`config.mk`:
```
export PLATFORM = sky130hd
export DESIGN_NAME = mem_arbiter
export DESIGN_NICKNAME = d
export VERILOG_FILES = /design/src/rtl/sys_defs.sv /design/src/rtl/mem_tag_owner_table.sv /design/src/rtl/mem_arbiter.sv
export SDC_FILE = /design/constraint.sdc
export NUM_CORES = 1
export LEC_CHECK = 0
export CAP_MARGIN = 20
export CORE_AREA = 2 2 176 178
export CTS_CLUSTER_DIAMETER = 100
export DETAILED_ROUTE_END_ITERATION = 8
export DIE_AREA = 0 0 178 180
export GPL_TIMING_DRIVEN = 0
export PLACE_DENSITY = 0.43
export SLEW_MARGIN = 15
export SYNTH_ARGS = -nofsm -noshare
export SYNTH_HDL_FRONTEND = slang
export SYNTH_SLANG_ARGS = --single-unit
```
`constraint.sdc`:
```
create_clock -name clock -period 2.32 [get_ports clock]
set_input_delay 0.58 -clock clock [delete_from_list [all_inputs] [get_ports clock]]
set_output_delay 0.58 -clock clock [all_outputs]
set_load 0.05 [all_outputs]
```
`src/rtl/sys_defs.sv`:
```
// rtl/sys_defs.sv - shared bus command and tag owner encodings
package sys_defs;

  typedef enum logic [1:0] {
    BUS_NONE  = 2'd0,
    BUS_LOAD  = 2'd1,
    BUS_STORE = 2'd2
  } bus_command_e;

  typedef enum logic {
    OWNER_I = 1'b0,
    OWNER_D = 1'b1
  } owner_e;

  localparam int TAG_W = 4;

endpackage

```
`src/rtl/mem_tag_owner_table.sv`:
```
// rtl/mem_tag_owner_table.sv - per-tag valid/owner record for outstanding memory requests
module mem_tag_owner_table
  import sys_defs::*;
#(
  parameter int NUM_TAGS = 15
) (
  input  logic             clock,
  input  logic             reset,
  input  logic             set_en,
  input  logic [TAG_W-1:0] set_tag,
  input  owner_e           set_owner,
  input  logic             clr_en,
  input  logic [TAG_W-1:0] clr_tag,
  input  logic [TAG_W-1:0] lookup_tag,
  output logic             lookup_valid,
  output owner_e           lookup_owner
);

  logic [15:0] valid_q;
  logic [15:0] owner_q;
  logic        set_in_range;
  logic        lookup_in_range;

  always_comb begin
    set_in_range    = (set_tag != '0) && (32'(set_tag) <= NUM_TAGS);
    lookup_in_range = (lookup_tag != '0) && (32'(lookup_tag) <= NUM_TAGS);
    lookup_valid    = lookup_in_range && valid_q[lookup_tag];
    lookup_owner    = owner_e'(owner_q[lookup_tag]);
  end

  // Clear is applied before set so a same-tag set in the same cycle wins.
  always_ff @(posedge clock) begin
    if (!reset) begin
      valid_q <= '0;
      owner_q <= '0;
    end else begin
      if (clr_en) begin
        valid_q[clr_tag] <= 1'b0;
      end
      if (set_en && set_in_range) begin
        valid_q[set_tag] <= 1'b1;
        owner_q[set_tag] <= set_owner;
      end
    end
  end

endmodule

```
`src/rtl/mem_arbiter.sv`:
```
// rtl/mem_arbiter.sv - Icache/Dcache memory port arbiter with starvation guard and tag routing
module mem_arbiter
  import sys_defs::*;
#(
  parameter int STARVE_LIMIT = 4,
  parameter int NUM_TAGS     = 15
) (
  input  logic        clock,
  input  logic        reset,
  input  logic [1:0]  Icache2mem_command,
  input  logic [31:0] Icache2mem_addr,
  input  logic [1:0]  Dcache2Dmem_command,
  input  logic [31:0] Dcache2Dmem_addr,
  input  logic [63:0] Dcache2Dmem_data,
  input  logic [3:0]  mem2proc_response,
  input  logic [63:0] mem2proc_data,
  input  logic [3:0]  mem2proc_tag,
  output logic [1:0]  proc2mem_command,
  output logic [31:0] proc2mem_addr,
  output logic [63:0] proc2mem_data,
  output logic [3:0]  Imem2proc_response,
  output logic [63:0] Imem2proc_data,
  output logic [3:0]  Imem2proc_tag,
  output logic [3:0]  Dmem2proc_response,
  output logic [63:0] Dmem2proc_data,
  output logic [3:0]  Dmem2proc_tag,
  output logic        arb_error
);

  localparam int CW = $clog2(STARVE_LIMIT + 1);

  logic [CW-1:0] starve_ctr;
  logic          err_q;
  logic          i_req, d_req, starved;
  logic          grant_i, grant_d, accepted;
  logic          lookup_valid, ret_hit, ret_miss;
  owner_e        lookup_owner;

  always_comb begin
    i_req    = Icache2mem_command != BUS_NONE;
    d_req    = Dcache2Dmem_command != BUS_NONE;
    starved  = starve_ctr == CW'(STARVE_LIMIT);
    grant_i  = reset && i_req && (!d_req || starved);
    grant_d  = reset && d_req && !grant_i;
    accepted = (grant_i || grant_d) && (mem2proc_response != '0);
    ret_hit  = reset && (mem2proc_tag != '0) && lookup_valid;
    ret_miss = reset && (mem2proc_tag != '0) && !lookup_valid;
  end

  always_comb begin
    proc2mem_command   = BUS_NONE;
    proc2mem_addr      = '0;
    proc2mem_data      = '0;
    Imem2proc_response = '0;
    Dmem2proc_response = '0;
    Imem2proc_tag      = '0;
    Dmem2proc_tag      = '0;
    if (grant_i) begin
      proc2mem_command   = Icache2mem_command;
      proc2mem_addr      = Icache2mem_addr;
      proc2mem_data      = Dcache2Dmem_data;
      Imem2proc_response = mem2proc_response;
    end else if (grant_d) begin
      proc2mem_command   = Dcache2Dmem_command;
      proc2mem_addr      = Dcache2Dmem_addr;
      proc2mem_data      = Dcache2Dmem_data;
      Dmem2proc_response = mem2proc_response;
    end
    if (ret_hit) begin
      if (lookup_owner == OWNER_I) Imem2proc_tag = mem2proc_tag;
      else                         Dmem2proc_tag = mem2proc_tag;
    end
  end

  assign Imem2proc_data = mem2proc_data;
  assign Dmem2proc_data = mem2proc_data;
  // Gated so the flag reads 0 throughout reset, not just after the first edge.
  assign arb_error      = err_q && reset;

  always_ff @(posedge clock) begin
    if (!reset) begin
      starve_ctr <= '0;
      err_q      <= 1'b0;
    end else begin
      if (!i_req || (grant_i && mem2proc_response != '0)) begin
        starve_ctr <= '0;
      end else if (!starved) begin
        starve_ctr <= starve_ctr + CW'(1);
      end
      if (ret_miss) begin
        err_q <= 1'b1;
      end
    end
  end

  mem_tag_owner_table #(
    .NUM_TAGS(NUM_TAGS)
  ) u_owner_table (
    .clock       (clock),
    .reset       (reset),
    .set_en      (accepted),
    .set_tag     (mem2proc_response),
    .set_owner   (grant_d ? OWNER_D : OWNER_I),
    .clr_en      (ret_hit),
    .clr_tag     (mem2proc_tag),
    .lookup_tag  (mem2proc_tag),
    .lookup_valid(lookup_valid),
    .lookup_owner(lookup_owner)
  );

endmodule

```
==> Yosys cells after proc, flatten, opt, wreduce, memory -nomap -nowiden <==
Cells that the tools add are included.
{ "totals": {"reg_bits": 36, "latchBits": 0, "mem_bits_rw": 0, "mem_bits_ro": 0, "output_inout_bits": 243, "memories": 0} }
{ "op_classes": {"addsub": 1, "n_mul": 0, "div_mod_pow": 0, "magnitude_cmp": 4, "n_eq_ne": 1, "n_shift": 0, "n_mux": 26, "bitwise_logic": 4, "n_reduce_logical": 26} }
{ "ops": {"columns": ["op", "count"], "rows": [
  ["64-bit two-way mux", 2],
  ["32-bit two-way mux", 2],
  ["16-bit two-way mux", 3],
  ["4-bit two-way mux", 7],
  ["16-bit bitwise AND", 1],
  ["16-bit bitwise mux", 1],
  ["16-bit NOT", 1],
  ["16-bit OR", 1],
  ["1-bit logical AND", 14],
  ["4-bit by 5-bit less-than comparator with 1-bit output (second input constant)", 2],
  ["1-bit binary-select mux with 4-bit select", 2],
  ["1-bit demux with 4-bit select", 2],
  ["4-bit by 1-bit greater-or-equal comparator with 1-bit output (second input constant)", 2],
  ["4-bit nonzero test", 2],
  ["1-bit two-way mux", 5],
  ["1-bit zero test", 4],
  ["2-bit two-way mux", 2],
  ["2-bit nonzero test", 2],
  ["3-bit by 1-bit adder with 3-bit output (second input constant)", 1],
  ["3-bit equality test (second input constant)", 1],
  ["1-bit logical OR", 3],
  ["2-bit OR reduction", 1],
  ["1-bit NOT", 1]
]} }

==> Longest topological paths before layout <==
Gate-level depths: netlist (run 1).
{ "logic_depth": {"depth_word": 10, "ltp_mapped": 9} }

==> By module <==
From an unflattened synthesis (run 1), not the netlist that was laid out.
{ "hier_totals": {"cells_unflattened": 524, "hier_area_um2": 4130.2} }
{ "modules_own_cells": {"columns": ["mod", "n_inst", "cells_per_inst", "area_per_inst_um2"], "rows": [
  ["mem_arbiter", 1, 361, 2581.2],
  ["mem_tag_owner_table", 1, 163, 1549.0]
]} }

==> Worst setup path before layout (run 1) <==
OpenSTA, ideal clock, no wires.
{ "synth_path": {"kind": "input to output", "start": "in mem2proc_tag[0]", "end": "out Imem2proc_tag[0]", "arrival_ns": 2.608, "required_time_ns": 1.740, "slack_ns": -0.868, "path_stages": 5, "n_path_buf": 1, "cell_sequence": "buf_6 mux4_2 nand3_1 nand4_1 a211oi_1"} }
{ "synth_via": {"elab_chain_cells": 5} }
{ "synth_rtl": {"columns": ["item", "line_no", "rtl"], "rows": [
  ["from (decl)", "mem_arbiter.sv:17", "input logic [3:0] mem2proc_tag,"],
  ["1-bit binary-select mux with 4-bit select", "mem_tag_owner_table.sv:27", "lookup_valid = lookup_in_range && valid_q[lookup_tag];"],
  ["1-bit two-way mux (implied by the code)", "mem_tag_owner_table.sv:27", null],
  ["1-bit logical AND", "mem_tag_owner_table.sv:27", null],
  ["1-bit logical AND", "mem_arbiter.sv:46", "ret_hit = reset && (mem2proc_tag != '0) && lookup_valid;"],
  ["4-bit two-way mux *", "mem_arbiter.sv:69", "if (ret_hit) begin"],
  ["to (decl)", "mem_arbiter.sv:23", "output logic [3:0] Imem2proc_tag,"]
]} }
Every way passes the cells marked *; elsewhere a longest branch is shown, timed or not. The select of a mux whose other input is x is not followed.

==> Final worst setup path (run 1) <==
Same ends and word-level chain as after synthesis.

==> reports/metrics.csv, run 1 <==
metric;value;unit
status;complete, but fails checks;
violations;setup timing;
coreArea;0.03019;sq mm
leakage;4.426;nW
ctsHtreeMaxLevel;2;
critical_path_required;1.74;ns
io_buffers;382;
r2r_cells;5;
drc;0;
wl_met3;2.047;mm
clock_latency;0.28;ns
criticalPathCategory;primary input to primary output;
syn_area_per_cell;7.915;sq um
drtPass1Iterations;4;
wl_met2;11.19;mm
endpoint_kind;primary output;
drv_cap;0;
vias_per_cell;3.687;
die_h;180;um
setup_slack;-0.3464;ns
cts.sinks;36;
grt_use_total;12.36;%
rsz0062_at_grt;yes;
p_per_area;390.7;mW/mm^2
timing.rr.end;u_owner_table.valid_q[1];
rows;64;
max-vdd-ir-drop;0.2439;mV
synthArstFlopShare;0;%
post-dp-hpwl;17.20;mm
final_cells;1302;
synth_compound_area_share;18.40;%
synth_top_family_by_area;buffers and inverters;
synth-adder-area-share;0.6727;%
numPlacedInstances;1248;
synth_seq_cells;36;
fp.dieW;178;um
whs_path_depth;2;
synthToLayoutAreaGrowth;175.9;%
hold_end;u_owner_table.owner_q[8];
fin_skew;0.006941;ns
fin_crit;2.666;ns
postPlaceCellArea;0.008464;sq mm
tritoncts;yes;
drt-initial-drc-count;117;
syn_inst;470;
r2r_start;u_owner_table.valid_q[7];
finish.instance_area;0.01026;sq mm
yosys.area_share.simple;23.61;%
final_nets;1112;
startpoint_type;primary input;
drive_gt1_share;51.38;%
finalWirelength;20.83;mm
final_hold_viol_count;0;
fin_crit_sh;114.9;%
cp_max_fo;4;
overflow;0;
wl_met1;7.175;mm
ys_types;43;
worstMarginPinSlew;0.9354;ns
synth-edff-count;0;
grt_max_degree;12;
clk_path_buf_depth;2;
drv_slew;0;
clock_tree.root_cell;clkbuf_16;
netlist_area;0.003720;sq mm
synth-seq-area-share;19.37;%
hold_path.class;register to register;
maxClockFrequency;375.0;MHz
grt_pass1_vias;4948;
synthXorXnorAreaFrac;0.2355;%
io_pins;449;
top_layer;met4;
hp-start;u_owner_table.owner_q[8];
cp.arrival;2.09;ns
gp_congestion;0.7272;
detail-route-antenna-nets;0;
ys_warn_count;0;
setup_violations;106;
grt_first_pass_wirelength;30.00;mm
wl_per_cell;16.00;um
utilization;34.00;%
num_vias;4801;
fill_cells;3158;
cts_buffers;5;
finalSetupTns;-11.18;ns
synthFlopType;dfxtp_1;
muxShareOfSynthArea;7.097;%
r2r_setup_slack;0.55;ns
clkTransAtPathRegs;0.05;ns
relSlewSlack;37.06;%
start_util;12.32;%
die-area;0.03204;sq mm
cts_hold_buf;0;
syn-num-nets;678;
antenna_found_initial;1;
-- cells in the mapped netlist, types with 3 or more instances --
master,instances,area [sq um]
buf_4,128,960.9
nand2_1,15,56.30
nand4_1,4,25.02
o21a_1,5,37.54
dfxtp_1,36,720.7
inv_1,8,30.03
nor2_1,26,97.59
clkbuf_1,16,60.06
and2_1,78,488.0
a211oi_1,6,45.04
mux2i_1,17,170.2
buf_2,10,50.05
o22a_1,3,26.28
a22o_1,34,297.8
mux4_2,3,67.56
a22oi_1,3,22.52
nand3_1,8,40.04
buf_6,3,33.78
o41a_1,4,45.04
a21oi_1,19,95.09
o21ai_0,11,55.05
nand2b_1,3,18.77
nor2b_1,4,25.02
-- worst max-delay path by stage --
stage,start,endpoint,cells after the start
2_1_floorplan,mem2proc_tag[0],Imem2proc_tag[0],5
3_3_place_gp,Icache2mem_command[0],proc2mem_command[1],6
3_5_place_dp,Icache2mem_command[0],proc2mem_command[1],6
4_1_cts,mem2proc_tag[0],Imem2proc_tag[0],8
5_1_grt,mem2proc_tag[0],Imem2proc_tag[0],8
6_report,mem2proc_tag[0],Imem2proc_tag[0],8
-- layer usage --
layer	vias to the layer above	track usage, %
li1	2346	-
met5	-	0
met1	2193	12.69
met2	241	23.71
met3	21	4.167
met4	0	2.820
-- state kept, by name (all words and copies together) (netlist names) --
register	count
u_owner_table.owner_q	16
u_owner_table.valid_q	16
starve_ctr	3
err_q	1
-- kinds of logic after synthesis --
kind of cell / Yosys count
flops: 36
xor+xnor: 1
buf+inv: 166
compound gates: 90
fa+ha+maj: 2
simple gates: 154
mux: 21
-- cell usage in the layout, fill, tap and decap left out, drive strengths merged, types with 2 or more instances in the layout --
cell type	n
inv	8
nand2b	3
nor3	2
nor2	26
o22a	3
o21ai	11
and2	78
a22o	34
and4	2
nand4	5
buf	313
dfxtp	36
nand3	9
a22oi	3
nor3b	2
mux4	4
nand2	15
a211oi	7
o21a	5
o41a	4
nor2b	4
nor4	2
clkbuf	15
mux2i	17
nand4b	2
clkdlybuf4s50	259
dlygate4sd2	3
a21oi	19
ha	2
-- power breakdown --
group | total [mW] | internal [mW] | switching [mW] | leakage (nW)
combinational | 2.53 | 1.20 | 1.32 | 4.04
clock | 0.840 | 0.566 | 0.274 | 0.0901
sequential | 0.644 | 0.636 | 0.00780 | 0.293
-- through the flow --
stage | hold WS, ns | worst slack (ns) | power, mW
floorplan | 0.4207 | -0.4176 | 1.986
global placement | 0.4378 | -1.779 | 2.778
detailed placement | 0.4404 | -1.773 | 2.778
CTS | 0.4488 | -0.3800 | 4.008
global route | 0.4689 | -0.4069 | 4.146
finish | 0.4446 | -0.3464 | 4.010
-- area by class of cell --
class	count	area [sq um]	area share (%)
buffer	155	1333	12.98
tap	396	495.5	4.827
clock inverter	1	30.03	0.2926
antenna	1	2.502	0.02438
multi-input combinational	268	2517	24.53
timing repair buffer	429	4972	48.45
sequential	36	723.2	7.046
inverter	9	37.54	0.3657
clock buffer	7	152.6	1.487
-- critical path: stages --
cell	delay (ns)
buf_8	0.09
buf_8	0.12
mux4_2	0.54
nand3_1	0.13
nand4_1	0.11
buf_6	0.15
a211oi_4	0.18
buf_6	0.19
-- repair_timing --
item	CTS	global route
hold endpoints to repair	0	0
gates resized for setup	1104	30
pin swaps	77	16
setup endpoints to repair	127	114
gates cloned	14	0
buffers inserted	26	8
Note: power is estimated with default switching activity, not from simulation.
==> inputs of run 2 (changes only) <==
--- a/config.mk
+++ b/config.mk
@@ -6,13 +6,13 @@
 export NUM_CORES = 1
 export LEC_CHECK = 0
 export CAP_MARGIN = 20
-export CORE_AREA = 2 2 176 178
+export CORE_AREA = 2 2 172 174
 export CTS_CLUSTER_DIAMETER = 100
 export DETAILED_ROUTE_END_ITERATION = 8
-export DIE_AREA = 0 0 178 180
+export DIE_AREA = 0 0 174 176
 export GPL_TIMING_DRIVEN = 0
-export PLACE_DENSITY = 0.43
-export SLEW_MARGIN = 15
+export PLACE_DENSITY = 0.46
+export SLEW_MARGIN = 0
 export SYNTH_ARGS = -nofsm -noshare
 export SYNTH_HDL_FRONTEND = slang
 export SYNTH_SLANG_ARGS = --single-unit
==> constraint.sdc (replaced) <==
create_clock -name clock -period 2.2 [get_ports clock]
set_input_delay 0.55 -clock clock [delete_from_list [all_inputs] [get_ports clock]]
set_output_delay 0.55 -clock clock [all_outputs]
set_load 0.05 [all_outputs]
==> reports/metrics.csv, run 2 (synthesis results as in run 1) <==
metric;value;unit
status;complete, but fails checks;
violations;setup timing;
overflow;0;
final_common_cell;clkdlybuf4s50_1;
cts.sinks;36;
ctsHtreeMaxLevel;2;
grt_use_total;12.27;%
drtPass1Iterations;4;
vias_per_cell;3.718;
finalPower;4.016;mW
cp_num_buf_inv;4;
startpoint_type;primary input;
wl_per_cell;15.49;um
final_nets;1106;
setup_violations;114;
rsz0062_at_grt;yes;
finalSetupTns;-19.20;ns
clock_latency;0.29;ns
drive_gt1_share;51.78;%
rows;62;
final_hold_viol_count;0;
criticalPathCategory;primary input to primary output;
final_cell_mix;260 x clkdlybuf4s50_1, 150 x buf_4, 121 x buf_8;
finish.instance_area;0.01022;sq mm
maxClockFrequency;388.6;MHz
io_buffers;382;
finalWirelength;19.86;mm
num_vias;4766;
cts_buffers;5;
drt-initial-drc-count;103;
drv_cap;0;
hold_path.class;register to register;
antenna_cells;0;
clock_tree.root_cell;clkbuf_16;
final_cells;1282;
post-dp-hpwl;16.20;mm
clk_path_buf_depth;2;
detail-route-antenna-nets;0;
leakage;4.410;nW
critPathTopFamily;buffers and inverters;
fp.dieW;174;um
numPlacedInstances;1236;
setup_slack;-0.3735;ns
fin_crit_sh;117.0;%
grt_pass1_vias;4897;
coreArea;0.02855;sq mm
io_pins;449;
grt_first_pass_wirelength;28.91;mm
p_per_area;393.0;mW/mm^2
die-area;0.03062;sq mm
hold_ws;0.4459;ns
cpPeakStageDelay;0.52;ns
fin_skew;0.005210;ns
crit_slowest_cell;mux4_2;
grt_max_degree;11;
worstPathCellList;buf_8 -> buf_8 -> mux4_2 -> nand3b_1 -> nand4_1 -> buf_6 -> a211oi_4 -> buf_6;
endpoint_kind;primary output;
fin_crit;2.573;ns
max-vdd-ir-drop;0.2426;mV
postPlaceCellArea;0.008632;sq mm
drc;0;
cp_max_fo;7;
gp_congestion;0.7192;
die_h;176;um
cts_hold_buf;0;
drv_slew;0;
clkTransAtPathRegs;0.06;ns
cp.arrival;2.02;ns
place_ws;-1.808;ns
utilization;35.80;%
relSlewSlack;38.07;%
synthToLayoutAreaGrowth;174.7;%
reg_top3;u_owner_table.owner_q (16), u_owner_table.valid_q (16), starve_ctr (3);
critical_path_required;1.65;ns
start_util;13.03;%
antenna_found_initial;0;
tritoncts;yes;
worstMarginPinSlew;0.9189;ns
-- run 2: cell types whose count changed in the layout (fill, tap and decap cells not counted), moves of 4 or more --
cell       before  now
buf_8         100  121
buf_12         27   14
buf_6          24   13
and2_4         66   74
buf_4         156  150
clkbuf_16       6   12
and2_1          8    4
and2_2          4    0
-- run 2: path summary, 6_finish.rpt --
| path | slack (ns) | startpoint | to | cells past startpoint |
|---|---|---|---|---|
| setup / recovery | -0.37 | mem2proc_tag[0] | Imem2proc_tag[0] | 8 |
| hold / removal | 0.45 | u_owner_table.owner_q[12] | u_owner_table.owner_q[12] | 2 |
| setup reg to reg | 0.46 | u_owner_table.valid_q[7] | u_owner_table.valid_q[2] | 5 |
| hold reg to reg | 0.45 | u_owner_table.owner_q[12] | u_owner_table.owner_q[12] | 2 |
-- run 2: metal layers --
metal	GRT usage [%]	up-vias	wire length, um
li1	-	2330	-
met2	21.68	242	10090
met3	3.898	14	1666
met5	0	-	0
met1	14.46	2180	7870
met4	2.871	0	237
-- run 2: worst reg2reg max path: stages (launching register included) --
cell,delay [ns]
dfxtp_1,0.32
mux2i_1,0.12
a221oi_4,0.36
nand3_4,0.23
buf_4,0.22
o41a_1,0.39
-- run 2: power breakdown --
part           total, mW  switching (mW)  internal, mW
Clock              0.684           0.272         0.412
Combinational       2.65            1.39          1.26
Sequential         0.680         0.00881         0.671
-- run 2: area by class of cell --
type                    count  area (sq um)
multi-input cells         268          2554
repair buffers            425          4928
well taps                 384         480.5
fillers                  2959         18330
inverters                   9         37.54
clock inverters             1         5.005
clock buffers               6         128.9
plain buffers             153          1361
flip-flops and latches     36         723.2
-- run 2: timing repair --
action	in CTS	in global routing
setup buffers	28	5
pin swaps	96	10
setup endpoints to repair	123	115
gates resized for setup	1076	27
cloned	12	0
==> inputs of run 3 (changes only) <==
--- a/config.mk
+++ b/config.mk
@@ -7,6 +7,7 @@
 export LEC_CHECK = 0
 export CAP_MARGIN = 20
 export CORE_AREA = 2 2 172 174
+export CTS_BUF_LIST = sky130_fd_sc_hd__clkbuf_16
 export CTS_CLUSTER_DIAMETER = 100
 export DETAILED_ROUTE_END_ITERATION = 8
 export DIE_AREA = 0 0 174 176
==> reports/metrics.csv, run 3 (synthesis results as in run 1) <==
metric;value;unit
grt_first_pass_wirelength;28.91;mm
cp_max_fo;7;
clk_path_buf_depth;2;
switching_power;1.670;mW
setup_slack;-0.3735;ns
endpoint_kind;primary output;
p_comb_share;66.1;%
clkTransAtPathRegs;0.06;ns
io_buffers;382;
seqPwrFrac;17.0;%
worstPathCellList;buf_8 -> buf_8 -> mux4_2 -> nand3b_1 -> nand4_1 -> buf_6 -> a211oi_4 -> buf_6;
max-vdd-ir-drop;0.2423;mV
final_cell_mix;260 x clkdlybuf4s50_1, 150 x buf_4, 121 x buf_8;
violations;setup timing;
die-area;0.03062;sq mm
fin_skew;0.004921;ns
numPlacedInstances;1236;
fill_cells;2959;
final_cells;1282;
intPower;2.341;mW
grt_max_degree;11;
rows;62;
worstMarginPinSlew;0.9189;ns
setup_violations;114;
fin_crit;2.573;ns
antenna_found_initial;0;
final_hold_viol_count;0;
ctsHtreeMaxLevel;2;
cts_hold_buf;0;
wl_per_cell;15.49;um
startpoint_type;primary input;
antenna_cells;0;
drt-initial-drc-count;103;
critical_path_required;1.65;ns
final_nets;1106;
critPathTopFamily;buffers and inverters;
status;complete, but fails checks;
die_h;176;um
detail-route-antenna-nets;0;
p_sw_share;41.64;%
cpPeakStageDelay;0.52;ns
post-dp-hpwl;16.20;mm
clock_latency;0.29;ns
coreArea;0.02855;sq mm
synthToLayoutAreaGrowth;174.7;%
cp_num_buf_inv;4;
fin_crit_sh;117.0;%
overflow;0;
io_pins;449;
place_ws;-1.808;ns
vias_per_cell;3.718;
finalWirelength;19.86;mm
r2r_cells;5;
drtPass1Iterations;4;
maxClockFrequency;388.6;MHz
leakage;4.414;nW
whs_path_depth;2;
drive_gt1_share;51.78;%
tritoncts;yes;
grt_pass1_vias;4897;
rsz0062_at_grt;yes;
num_vias;4766;
hold_path.class;register to register;
drv_slew;0;
relSlewSlack;38.07;%
power.share.clock;16.9;%
cp.arrival;2.02;ns
final_common_cell;clkdlybuf4s50_1;
gp_congestion;0.7192;
drv_cap;0;
fp.dieW;174;um
cts.sinks;36;
finalPower;4.011;mW
hold_ws;0.4459;ns
crit_slowest_cell;mux4_2;
drc;0;
start_util;13.03;%
utilization;35.80;%
p_per_area;392.5;mW/mm^2
clock_tree.root_cell;clkbuf_16;
worst-path-stages;8;
reg_top3;u_owner_table.owner_q (16), u_owner_table.valid_q (16), starve_ctr (3);
cts_buffers;5;
grt_use_total;12.27;%
criticalPathCategory;primary input to primary output;
run 3: per-stage QoR:
step	TNS, ns	instance area (sq um)
final	-19.20	10220
after global routing	-23.82	10220
after CTS	-20.28	10200
after detailed placement	-175.00	8632
after global placement	-173.70	8632
after floorplan	-3.348	4328
run 3: power by group through the flow:
stage | Sequential [mW] | Combinational (mW) | Clock [mW]
final | 0.680 | 2.65 | 0.680
after global routing | 0.681 | 2.75 | 0.721
after CTS | 0.680 | 2.67 | 0.695
after detailed placement | 0.694 | 2.27 | 0
after global placement | 0.694 | 2.28 | 0
after floorplan | 0.691 | 1.45 | 0
run 3: path summary, 6_finish.rpt:
kind                             startpoint                        end  slack, ns
hold / removal    u_owner_table.owner_q[12]  u_owner_table.owner_q[12]       0.45
setup / recovery            mem2proc_tag[0]           Imem2proc_tag[0]      -0.37
setup reg to reg   u_owner_table.valid_q[7]   u_owner_table.valid_q[2]       0.46
hold reg to reg   u_owner_table.owner_q[12]  u_owner_table.owner_q[12]       0.45
run 3: per-layer routing:
metal	routed length [um]	track usage (%)	part of all wire, %	vias to the layer above
met1	7870	14.46	40	2180
met3	1666	3.898	8.4	14
li1	-	-	-	2330
met2	10090	21.68	51	242
met4	237	2.871	1.2	0
met5	0	0	0	-
run 3: tightest hold or removal path: cells and delay by family (launching register included):
kind | cells | cell delay (ns)
AOI/OAI and AO/OA | 1 | 0.05
buffers and inverters | 1 | 0.04
DFF | 1 | 0.30
run 3: cell type report:
class | count | area (sq um) | share of cell area [%]
timing repair buffer | 425 | 4928 | 48.23
clock inverter | 2 | 8.758 | 0.08571
clock buffer | 5 | 125.1 | 1.224
tap | 384 | 480.5 | 4.702
sequential | 36 | 723.2 | 7.077
inverter | 9 | 37.54 | 0.3673
multi-input combinational | 268 | 2554 | 24.99
buffer | 153 | 1361 | 13.32
run 3: what timing repair did:
item,CTS,global route
endpoints found under the hold margin,0,0
gates resized for setup,1076,27
gates cloned,12,0
buffers inserted,28,5
pin swaps,96,10
endpoints found under the setup margin,123,115
